$ cat config.mk
export PLATFORM = sky130hd
export DESIGN_NAME = system
export DESIGN_NICKNAME = d
export VERILOG_FILES = /design/src/rtl/system_pkg.sv /design/src/rtl/uart_core.sv /design/src/rtl/system.sv
export SDC_FILE = /design/constraint.sdc
export NUM_CORES = 1
export LEC_CHECK = 0
export ABC_AREA = 1
export ABC_CLOCK_PERIOD_IN_PS = 1850
export CAP_MARGIN = 25
export CORE_MARGIN = 2
export CORE_UTILIZATION = 56
export CTS_CLUSTER_SIZE = 40
export DETAILED_ROUTE_END_ITERATION = 12
export GPL_TIMING_DRIVEN = 0
export HOLD_SLACK_MARGIN = 0.02
export PLACE_DENSITY_LB_ADDON = 0.1
export REMOVE_ABC_BUFFERS = 1
export SLEW_MARGIN = 20
export SYNTH_ARGS = -nofsm -noshare
export SYNTH_HDL_FRONTEND = slang
export SYNTH_SLANG_ARGS = --single-unit
$ cat constraint.sdc
create_clock -name clk -period 1.85 [get_ports clk]
set_clock_uncertainty 0.05 [all_clocks]
set_input_delay 0.555 -clock clk [delete_from_list [all_inputs] [get_ports clk]]
set_output_delay 0.555 -clock clk [all_outputs]
set_load 0.01 [all_outputs]
$ cat src/rtl/system_pkg.sv
// Shared definitions for the dual-UART bridge: bit-period calculation and UART FSM states.
package system_pkg;

  typedef enum logic [1:0] {IDLE, START, DATA, STOP} uart_state_t;

  // Clocks per serial bit, rounded to nearest.
  function automatic int calc_div(input int clk_freq, input int baud_rate);
    return (clk_freq + baud_rate / 2) / baud_rate;
  endfunction

endpackage

$ cat src/rtl/uart_core.sv
// 8N1 UART: mid-bit sampling receiver with 2-flop synchronizer, and a one-byte transmitter.
module uart_core import system_pkg::*; #(
  parameter int DIV = 43
) (
  input  logic       clk,
  input  logic       rst,
  input  logic       rxd,
  output logic       txd,
  output logic [7:0] rx_data,
  output logic       rx_valid,
  input  logic [7:0] tx_data,
  input  logic       tx_start,
  output logic       tx_ready
);

  localparam int CW = $clog2(DIV);
  localparam logic [CW-1:0] BIT_LAST  = CW'(DIV - 1);
  localparam logic [CW-1:0] HALF_LAST = CW'(DIV / 2 - 1);

  logic          rxd_meta_reg, rxd_sync_reg, rxd_last_reg;
  uart_state_t   rx_state_reg, rx_state_next;
  logic [CW-1:0] rx_cnt_reg, rx_cnt_next;
  logic [2:0]    rx_bit_reg, rx_bit_next;
  logic [7:0]    rx_shift_reg, rx_shift_next;
  logic          rx_valid_reg, rx_valid_next;

  uart_state_t   tx_state_reg, tx_state_next;
  logic [CW-1:0] tx_cnt_reg, tx_cnt_next;
  logic [2:0]    tx_bit_reg, tx_bit_next;
  logic [7:0]    tx_shift_reg, tx_shift_next;
  logic          txd_reg, txd_next;

  always_ff @(posedge clk) begin
    if (!rst) begin
      rxd_meta_reg <= 1'b1;
      rxd_sync_reg <= 1'b1;
      rxd_last_reg <= 1'b1;
      rx_state_reg <= IDLE;
      rx_cnt_reg   <= '0;
      rx_bit_reg   <= '0;
      rx_shift_reg <= '0;
      rx_valid_reg <= 1'b0;
      tx_state_reg <= IDLE;
      tx_cnt_reg   <= '0;
      tx_bit_reg   <= '0;
      tx_shift_reg <= '0;
      txd_reg      <= 1'b1;
    end else begin
      rxd_meta_reg <= rxd;
      rxd_sync_reg <= rxd_meta_reg;
      rxd_last_reg <= rxd_sync_reg;
      rx_state_reg <= rx_state_next;
      rx_cnt_reg   <= rx_cnt_next;
      rx_bit_reg   <= rx_bit_next;
      rx_shift_reg <= rx_shift_next;
      rx_valid_reg <= rx_valid_next;
      tx_state_reg <= tx_state_next;
      tx_cnt_reg   <= tx_cnt_next;
      tx_bit_reg   <= tx_bit_next;
      tx_shift_reg <= tx_shift_next;
      txd_reg      <= txd_next;
    end
  end

  always_comb begin
    rx_state_next = rx_state_reg;
    rx_cnt_next   = rx_cnt_reg + 1'b1;
    rx_bit_next   = rx_bit_reg;
    rx_shift_next = rx_shift_reg;
    rx_valid_next = 1'b0;
    case (rx_state_reg)
      IDLE: begin
        rx_cnt_next = '0;
        rx_bit_next = '0;
        if (rxd_last_reg && !rxd_sync_reg) rx_state_next = START;
      end
      START: begin
        // A start bit that is high again at mid-bit was a glitch.
        if (rx_cnt_reg == HALF_LAST) begin
          rx_cnt_next   = '0;
          rx_state_next = rxd_sync_reg ? IDLE : DATA;
        end
      end
      DATA: begin
        if (rx_cnt_reg == BIT_LAST) begin
          rx_cnt_next   = '0;
          rx_shift_next = {rxd_sync_reg, rx_shift_reg[7:1]};
          rx_bit_next   = rx_bit_reg + 3'd1;
          if (rx_bit_reg == 3'd7) rx_state_next = STOP;
        end
      end
      STOP: begin
        if (rx_cnt_reg == BIT_LAST) begin
          rx_state_next = IDLE;
          rx_valid_next = rxd_sync_reg;
        end
      end
      default: rx_state_next = IDLE;
    endcase
  end

  always_comb begin
    tx_state_next = tx_state_reg;
    tx_cnt_next   = tx_cnt_reg + 1'b1;
    tx_bit_next   = tx_bit_reg;
    tx_shift_next = tx_shift_reg;
    case (tx_state_reg)
      IDLE: begin
        tx_cnt_next = '0;
        tx_bit_next = '0;
        if (tx_start) begin
          tx_shift_next = tx_data;
          tx_state_next = START;
        end
      end
      START: begin
        if (tx_cnt_reg == BIT_LAST) begin
          tx_cnt_next   = '0;
          tx_state_next = DATA;
        end
      end
      DATA: begin
        if (tx_cnt_reg == BIT_LAST) begin
          tx_cnt_next   = '0;
          tx_shift_next = {1'b0, tx_shift_reg[7:1]};
          tx_bit_next   = tx_bit_reg + 3'd1;
          if (tx_bit_reg == 3'd7) tx_state_next = STOP;
        end
      end
      STOP: begin
        if (tx_cnt_reg == BIT_LAST) tx_state_next = IDLE;
      end
      default: tx_state_next = IDLE;
    endcase
    // Line level is registered from the upcoming state so the pin never glitches.
    case (tx_state_next)
      START:   txd_next = 1'b0;
      DATA:    txd_next = tx_shift_next[0];
      default: txd_next = 1'b1;
    endcase
  end

  assign txd      = txd_reg;
  assign tx_ready = (tx_state_reg == IDLE);
  assign rx_data  = rx_shift_reg;
  assign rx_valid = rx_valid_reg;

endmodule

$ cat src/rtl/system.sv
// Sensor-node comms top: two UARTs cross-bridged through small FIFOs, LED toggles on UART0 rx.
module system import system_pkg::*; #(
  parameter int clk_freq       = 50000000,
  parameter int uart_baud_rate = 115200,
  parameter int FIFO_DEPTH     = 4
) (
  input  logic clk,
  input  logic rst,
  output logic led,
  input  logic uart_rxd,
  output logic uart_txd,
  input  logic uart_rxd1,
  output logic uart_txd1
);

  localparam int DIV = calc_div(clk_freq, uart_baud_rate);
  localparam int AW  = $clog2(FIFO_DEPTH);

  logic [1:0] rxd, txd, rx_valid, tx_start, tx_ready, fifo_pop;
  logic [7:0] rx_data   [2];
  logic [7:0] tx_data   [2];
  logic [7:0] fifo_head [2];
  logic       led_reg;

  assign rxd       = {uart_rxd1, uart_rxd};
  assign uart_txd  = txd[0];
  assign uart_txd1 = txd[1];

  // Lane gi owns UART gi and the FIFO carrying its received bytes to UART 1-gi.
  generate
    for (genvar gi = 0; gi < 2; gi++) begin : g_lane
      logic [7:0] mem [FIFO_DEPTH];
      logic [AW:0] wr_ptr_reg, rd_ptr_reg;
      logic full, empty, push;

      uart_core #(.DIV(DIV)) u_uart (
        .clk      (clk),
        .rst      (rst),
        .rxd      (rxd[gi]),
        .txd      (txd[gi]),
        .rx_data  (rx_data[gi]),
        .rx_valid (rx_valid[gi]),
        .tx_data  (tx_data[gi]),
        .tx_start (tx_start[gi]),
        .tx_ready (tx_ready[gi])
      );

      assign empty = (wr_ptr_reg == rd_ptr_reg);
      assign full  = (wr_ptr_reg[AW] != rd_ptr_reg[AW]) &&
                     (wr_ptr_reg[AW-1:0] == rd_ptr_reg[AW-1:0]);
      assign fifo_pop[gi]  = !empty && tx_ready[1-gi];
      // A pop in the same cycle frees the slot, so a push into a full FIFO survives.
      assign push          = rx_valid[gi] && (!full || fifo_pop[gi]);
      assign fifo_head[gi] = mem[rd_ptr_reg[AW-1:0]];

      assign tx_start[gi] = fifo_pop[1-gi];
      assign tx_data[gi]  = fifo_head[1-gi];

      always_ff @(posedge clk) begin
        if (push) mem[wr_ptr_reg[AW-1:0]] <= rx_data[gi];
      end

      always_ff @(posedge clk) begin
        if (!rst) begin
          wr_ptr_reg <= '0;
          rd_ptr_reg <= '0;
        end else begin
          if (push)         wr_ptr_reg <= wr_ptr_reg + 1'b1;
          if (fifo_pop[gi]) rd_ptr_reg <= rd_ptr_reg + 1'b1;
        end
      end
    end
  endgenerate

  always_ff @(posedge clk) begin
    if (!rst)             led_reg <= 1'b0;
    else if (rx_valid[0]) led_reg <= ~led_reg;
  end

  assign led = led_reg;

endmodule

# == Yosys cells after proc, flatten, opt, wreduce, memory -nomap -nowiden ==
# Memory sizes are Yosys's and may differ from the RTL's. A register that Yosys moved wholly into a read port is not among the register bits.
# Index checks and enable logic that the tools add are counted.
# W data, S select, Z words.
# word_totals
reg_bits,111
ram_bits,64
in_bits,4
word_cells,192
mem_count,2
# op_classes
addsub,12
n_eq_ne,46
mux,60
bitwise_logic,1
n_reduce_logical,38
# mem_list
memory,words,word_bits,rd,rd_clocked_by_memory_dff,wr,line,source
g_lane[0].mem,4,8,1,1,1,system.sv:32,logic [7:0] mem [FIFO_DEPTH];
g_lane[1].mem,4,8,1,1,1,system.sv:32,
# ops
operator,count
$mux W9,6
$pmux W9 S3,2
$mux W2,26
$add A9 B1 Y9 const B,4
$eq A9 B9 Y1 const B,4
$pmux W9 S2,2
$mux W8,4
$pmux W2 S4,4
$pmux W8 S2,2
$ne A2 B1 Y1 const B,14
$add A3 B1 Y3 const B,8
$pmux W3 S2,4
$eq A2 B2 Y1 const B,10
$eq A9 B8 Y1 const B,2
$eq A2 B1 Y1 const B,6
$eq A3 B3 Y1 const B,4
$mux W3,4
$reduce_and A2 Y1,6
$reduce_and A3 Y1,4
$reduce_and A5 Y1,2
$logic_and A1 B1 Y1,8
$logic_not A2 Y1,4
$reduce_bool A2 Y1,4
$eq A3 B3 Y1,2
other kinds (8),21

# == Depth between registers and ports, before layout ==
# Gate-level depths: netlist (run 1).
# logic_depth
ltp_word,7
ltp_mapped,14

# == Cells and area by module ==
# From an unflattened synthesis (run 1), not the netlist that was laid out.
# unflattened
hier_cells,888
hier_area_um2,7931.4
# by_module_without_submodules
mod,instances,cells_each,area_per_inst_um2
system,1,288,3316.9
uart_core (g_lane[0].u_uart),1,292,2328.5
uart_core (g_lane[1].u_uart),1,308,2285.9

# == Worst setup path before layout (run 1) ==
# No wires, ideal clock.
# synth_timing
path_type,reg2reg
start,register g_lane[0].u_uart.tx_state_reg[1]
end,memory g_lane[1].mem[3][0] (enable)
arrival_ns,1.364
slack_ns,0.061
stages_incl_launch_ff,7
n_path_buf,0
period_less_slack_ns,1.789
path_cell_list,dfxtp_1 -> inv_1 -> ha_1 -> nor2_1 -> nand3_1 -> nand2_1 -> nor2_1
# synth_via
elab_chain_cells,6
# synth_rtl
item,line,source
"start, declared",uart_core.sv:27,"uart_state_t tx_state_reg, tx_state_next;"
"start signal, assigned",uart_core.sv:57,tx_state_reg <= tx_state_next;
$logic_not A2 Y1,uart_core.sv:144,assign tx_ready = (tx_state_reg == IDLE);
$logic_and A1 B1 Y1,system.sv:51,assign fifo_pop[gi] = !empty && tx_ready[1-gi];
$logic_or A1 B1 Y1,system.sv:53,assign push = rx_valid[gi] && (!full || fifo_pop[gi]);
$logic_and A1 B1 Y1,system.sv:53,
$mux W1,system.sv:60,if (push) mem[wr_ptr_reg[AW-1:0]] <= rx_data[gi];
$mux W1 (implied by the code),system.sv:60,
"end, declared",system.sv:32,
# Every way passes these cells.

# == Worst setup path after layout (run 1) ==
# layout_timing
start,register g_lane[1].u_uart.tx_state_reg[1]
end,memory g_lane[0].mem[1][7] (enable)
# layout_via
elab_chain_cells,6
# layout_rtl
item,line
"start, declared",uart_core.sv:27
"start signal, assigned",uart_core.sv:57
$logic_not A2 Y1,uart_core.sv:144
$logic_and A1 B1 Y1,system.sv:51
$logic_or A1 B1 Y1,system.sv:53
$logic_and A1 B1 Y1,system.sv:53
$mux W1,system.sv:60
$mux W1 (implied by the code),system.sv:60
"end, declared",system.sv:32
# Every way passes these cells.

==> results of run 1 <==
==> through the flow <==
step | utilization (%) | worst slack, ns | area, µm² | cells
6_report | 64.0 | 0.0773 | 8790 | 1088
4_1_cts | 62.8 | -0.191 | 8610 | 1074
2_1_floorplan | - | -0.0250 | 7660 | 852
3_3_place_gp | 57.9 | -2.80 | 7940 | 1038
5_1_grt | 64.0 | -0.0249 | 8790 | 1088
3_5_place_dp | 58.0 | -0.481 | 7960 | 1039
==> area by class of cell <==
type                    count  share of cell area [%]
clock inverters            11                    1.01
repair buffers             24                    2.68
flip-flops and latches    179                    48.2
inverters                  87                    3.92
clock buffers              21                    5.13
well taps                 180                    2.56
multi-input cells         586                    36.5
==> path summary, 6_finish.rpt <==
path	end	cells after the start	slack (ns)
worst max-delay path	g_lane[0].mem[1][7]	6	0.08
worst min-delay path	g_lane[1].u_uart.rxd_sync_reg	1	0.36
worst max register to register	g_lane[0].mem[1][7]	6	0.08
worst min register to register	g_lane[1].u_uart.rxd_sync_reg	1	0.36
==> worst max-delay path, stage by stage (launching register included) <==
cell	delay [ns]
dfxtp_4	0.36
inv_1	0.10
ha_2	0.22
inv_2	0.07
nand3_1	0.12
o21ai_4	0.09
nor2_2	0.40
==> cell usage after synthesis <==
cell type and n:
nand4_1 5, a21boi_0 1, buf_6 1, inv_2 2, inv_1 83, o21ai_2 3
xnor2_1 12, buf_4 3, nor3_2 2, nor4_1 2, clkinv_1 1, a31oi_1 2
buf_2 9, nand3b_1 1, o21ai_4 1, a21oi_4 1, or2_1 1, o21ai_1 1
clkbuf_1 9, o22ai_1 13, or2_0 1, nor3b_2 6, clkinv_2 1, nor3_1 5
nand2_2 3, o21ai_0 66, nand2_4 1, edfxtp_1 64, nor2_2 3, nand3_1 42
nand2_1 158, nand3_2 3, nor3b_1 1, or2_2 6, ha_1 38, xor2_1 14
a21oi_1 42, nor2_4 2, nor2_1 150, dfxtp_1 115
==> timing repair <==
item / in CTS / in global routing
buffers inserted: 3 / 14
gates cloned: 0 / 0
resized for setup: 23 / 17
pin swaps: 3 / 4
endpoints found under the setup margin: 85 / 75
==> routing by layer <==
metal	wire, µm	share of wire, %
met3	357	2.6
met4	82	0.59
met1	6420	46
met5	0	0
met2	6990	50
==> report_power, final <==
part / total [mW] / switching [mW] / leakage [nW] / internal [mW]
registers: 4.60 / 0.288 / 1.41 / 4.31
logic: 2.35 / 1.46 / 1.68 / 0.896
clock network: 3.27 / 1.40 / 0.248 / 1.87
==> cell families after synthesis <==
kind of cell    after synthesis
buf+inv                     109
compound gates              130
flops                       179
fa+ha+maj                    38
xor+xnor                     26
simple gates                392
==> metrics.md, run 1 <==
| Metric | Value |
|---|---|
| Status | finished clean |
| Die area | 0.0148 mm² |
| First-pass GRT wire length | roughly 23,000 µm |
| Sequential standard cell area | between 0.004 and 0.005 mm² |
| Synth Area in Adders | between 6 and 7% |
| Met1 Resource Use GR | 24.1% |
| GP Congestion | ~0.79 |
| GR peak layer | met2 |
| Core footprint | 0.0137 mm² |
| Critical path arrival | 1.78 ns |
| Drt via density | about 5.1 |
| Worst setup path startpoint | g_lane[1].u_uart.tx_state_reg[1] |
| Worst setup EP type | register |
| CTS tree | yes |
| Power Dens Cells | roughly 1200 mW/mm² |
| Largest net degree at the start of global routing | between 40 and 50 |
| Worst hold start | g_lane[1].u_uart.rxd_meta_reg |
| RR Startpoint | g_lane[1].u_uart.tx_state_reg[1] |
| Combinational family with the most area after synthesis | simple AND/OR/NAND/NOR gates |
| Synth Area in Compound Gates | under 10% |
| Worst path required time | around 1.9 ns |
| Post-DP HPWL | just over 9000 µm |
| Routed wire per std cell | 12.7 µm |
| Initial core utilization | about 57% |
| Final setup viols | 0 |
| Port bufs | 6 |
| Antenna Violating Nets Remaining | 0 |
| Slew HR | approximately two thirds |
| Clk buf depth | 2 |
| Synth area leaders | dfxtp_1 30%, edfxtp_1 25%, nand2_1 7.6% |
| Max Cap Viol | 0 |
| Number of global-route vias before repair | between 5,000 and 6,000 |
| P&R area growth vs syn | 13.1% |
| Rows | between 40 and 50 |
| Cell count after synthesis | between 800 and 900 |
| Detailed Route Iter0 Violations | slightly below 300 |
| Synthesized area | roughly 0.008 mm² |
| Hold Vio Cnt, Final | 0 |
| Yosys warning count | 0 |
| Final Power | ~10 mW |
| DR DRC count | 0 |
| Top cell type's share of synthesized area | 29.6% |
| Largest area contributor in the netlist | dfxtp_1 |
| RSZ-0062 raised after global routing | yes |
| Mux cell area share after synthesis | 0% |
| Skew-Pair Late Insertion Delay | about 0.42 ns |
| Worst hold path class | register to register |
| Remaining Overflow, GRT | 0 |
| Fmax achieved | around 560 MHz |
| Most common cell after layout, fill and taps aside | nand2_1 |
| Critical path class | register to register |
| Clk root buf | clkbuf_16 |
| Share of layout cells above drive strength 1 | between 10% and 20% |
| Part of the cycle the worst path needs | between 90% and 100% |
| Initial antenna violation count | 0 |
| Synth Area in XOR/XNOR | under 10% |
| Most frequent cells in the layout | 157 x nand2_1, 141 x nor2_1, 110 x dfxtp_1 |
| IO Count | 7 |
| Crit start category | register |
| Chip Height | roughly 120 µm |
| Register bit count reported by yosys | ~180 |
| Pleak | around 3.3 nW |
| Simple-gate share of the synthesized area | between 20% and 30% |
| Max reg flops | 64 |
| Pre-Repair DR Iteration Count | 4 |
| Grt met2 use | about a third |
| Vias | between 5,000 and 6,000 |
| Final Slew Violations | 0 |
| Slew @ Worst Pin | about 0.5 ns |
| Final net count | between 900 and 1,000 |
| Met3 GRT Util | ~4.7% |
| Yosys cell types | 40 |
| Setup Total Neg Slack | 0 ns |
| Worst VDD drop | ~0.0007 V |
| Worst-path clk slew | around 0.06 ns |
| Syn avg cell area | around 9 µm² |
| Antenna cell count | 0 |
| H-tree levels | 4 |
| Multi-input combinational cell area | approximately 0.0032 mm² |
| Final wirelength | approximately 14,000 µm |
| WHS | approximately 0.36 ns |
| CTS sink cnt | 179 |
| CTS Buf Count | 17 |
| Die Width | between 100 and 150 µm |
| Critical Path Fanout Max | 8 |
| Post-CTS Hold Buffers | 0 |
| Sequential area share after synthesis | 54.4% |
| Fillers | 1,110 |
| Tmin final | approximately 1.8 ns |
| GRT Total Usage | approximately a fifth |
Note: power is estimated with default switching activity, not from simulation.
==> run 2, diff against run 1 <==
SLEW_MARGIN = unset   (was 20)
==> run 2 against run 1 <==
- cell count did not move
- via count increased by 0.56%
- sequential power hardly changed
- first-iteration DRC count is 3.4% higher
- combinational power is essentially flat
- critical endpoint is now g_lane[0].mem[1][0]
==> metrics.md, run 2 (synthesis results as in run 1) <==
| Metric | Value |
|---|---|
| Fmax achieved | 577 MHz (+2.2%) |
| Status | finished clean |
| Skew-Pair Late Insertion Delay | 0.42 ns (about the same) |
| Final wirelength | 14,100 µm (+1.9%) |
| Tmin final | 1.73 ns (-0.0388 ns) |
| Max Cap Viol | 0 (unchanged) |
| Die area | 0.0148 mm² (unchanged) |
| Worst setup EP type | register |
| Share of layout cells above drive strength 1 | 11.7% (+0.33 points) |
| IO Count | 7 (unchanged) |
| Clk root buf | clkbuf_16 |
| Antenna Violating Nets Remaining | 0 (unchanged) |
| Clk buf depth | 2 (unchanged) |
| First-pass GRT wire length | 23,400 µm (+2.5%) |
| H-tree levels | 4 (unchanged) |
| Cell area after layout | 0.00886 mm² (+0.85%) |
| CTS Buf Count | 17 (unchanged) |
| GP Congestion | 0.793 (unchanged) |
| Worst r2r path cells | 7 (+1) |
| Worst hold path class | register to register |
| Post-DP HPWL | 9260 µm (+1.6%) |
| Chip Height | 122 µm (unchanged) |
| Max reg flops | 64 (unchanged) |
| CTS tree | yes |
| Drt via density | 5.11 (+0.56%) |
| Routed wire per std cell | 13.0 µm (+1.9%) |
| Placed cells | 1,039 (unchanged) |
| Post-CTS Hold Buffers | 0 (unchanged) |
| Pleak | 3.38 nW (+1.0%) |
| Worst-path clk slew | 0.06 ns (about the same) |
| Final Power | 10.5 mW (+2.3%) |
| Crit start category | register |
| P&R area growth vs syn | 14.1% |
| Initial antenna violation count | 0 (unchanged) |
| CTS sink cnt | 179 (unchanged) |
| Worst Hold Depth | 1 (unchanged) |
| Final worst setup slack | 0.116 ns (+0.0388 ns) |
| Port bufs | 6 (unchanged) |
| Number of global-route vias before repair | 5,246 (+2.0%) |
| Core footprint | 0.0137 mm² (unchanged) |
| Detailed Route Iter0 Violations | 306 (+3.4%) |
| Antenna cell count | 0 (unchanged) |
| RR Startpoint | g_lane[1].u_uart.tx_state_reg[0] |
| Vias | 5,562 (+0.56%) |
| Initial core utilization | 56.6% (unchanged) |
| Largest net degree at the start of global routing | 45 (unchanged) |
| Placed Area | 0.00797 mm² (about the same) |
| Worst path required time | 1.90 ns (+0.04 ns) |
| Remaining Overflow, GRT | 0 (unchanged) |
| GRT Total Usage | 19.9% (+0.50 points) |
| Worst setup path startpoint | g_lane[1].u_uart.tx_state_reg[0] |
| Slew HR | 72.8% (+5.2 points) |
| Die Width | 122 µm (unchanged) |
| Rows | 43 (unchanged) |
| Worst VDD drop | 0.000654 V (-4.1%) |
| DR DRC count | 0 (unchanged) |
| Critical path arrival | 1.78 ns (about the same) |
| Most frequent cells in the layout | 157 x nand2_1, 140 x nor2_1, 108 x dfxtp_1 |
| Place WS | -1.24 ns (-0.760 ns) |
| Pre-Repair DR Iteration Count | 4 (unchanged) |
| Slew @ Worst Pin | 0.408 ns (-0.0779 ns) |
| RSZ-0062 raised after global routing | yes |
| Hold Vio Cnt, Final | 0 (unchanged) |
| Non-Filler Instances | 1,088 (unchanged) |
| Final net count | 937 (unchanged) |
| Final setup viols | 0 (unchanged) |
| Power Dens Cells | 1180 mW/mm² (+1.4%) |
| Most common cell after layout, fill and taps aside | nand2_1 |
| Critical path class | register to register |
| Critical Path Fanout Max | 8 (unchanged) |
| Final Slew Violations | 0 (unchanged) |
| Worst hold start | g_lane[1].u_uart.rxd_meta_reg |
| Part of the cycle the worst path needs | 93.7% (-2.1 points) |
[run 2: what timing repair did]
| item | CTS | global route |
|---|---|---|
| gates resized for setup | 27 | 21 |
| setup endpoints to repair | 121 | 103 |
| pin swaps | 2 | 6 |
| gates cloned | 0 | 1 |
| buffers inserted | 3 | 13 |
[run 2: final cells by class]
| class | count | area (µm²) |
|---|---|---|
| clock buffer | 21 | 440 |
| clock inverter | 11 | 138 |
| fill | 1113 | 4860 |
| inverter | 87 | 344 |
| multi-input combinational | 587 | 3220 |
| sequential | 179 | 4240 |
| tap | 180 | 225 |
| timing repair buffer | 23 | 255 |
[run 2: worst max-delay path, cell delays in order, from the launching register on]
cell and delay (ns):
dfxtp_2 0.33, inv_1 0.12, ha_2 0.23, inv_2 0.07, nand3_1 0.13, o21ai_4 0.09, buf_12 0.15, nor2_4 0.24
[run 2: stage by stage]
stage	TNS [ns]	hold slack (ns)	utilization (%)
3_5_place_dp	-64.26	0.348	58.1
5_1_grt	-0.0989	0.383	64.6
4_1_cts	-1.63	0.370	63.1
3_3_place_gp	-194.38	0.346	57.9
6_report	0	0.366	64.6
2_1_floorplan	-0.100	0.343	-
[run 2: final timing paths]
| path | endpoint | slack, ns |
|---|---|---|
| setup / recovery | g_lane[0].mem[1][0] | 0.12 |
| hold / removal | g_lane[1].u_uart.rxd_sync_reg | 0.37 |
| setup reg to reg | g_lane[0].mem[1][0] | 0.12 |
| hold reg to reg | g_lane[1].u_uart.rxd_sync_reg | 0.37 |
[run 2: per-layer routing]
layer | track usage [%] | wire, µm | part of all wire, %
met4 | 7.83 | 199 | 1.4
met5 | 0 | 0 | 0
met1 | 24.2 | 6310 | 45
met2 | 34.7 | 7180 | 51
met3 | 3.89 | 434 | 3.1
[run 2: power breakdown]
group / switching, mW / internal (mW)
Combinational: 1.46 / 0.867
Clock: 1.41 / 2.11
Sequential: 0.294 / 4.32
Total: 3.16 / 7.30
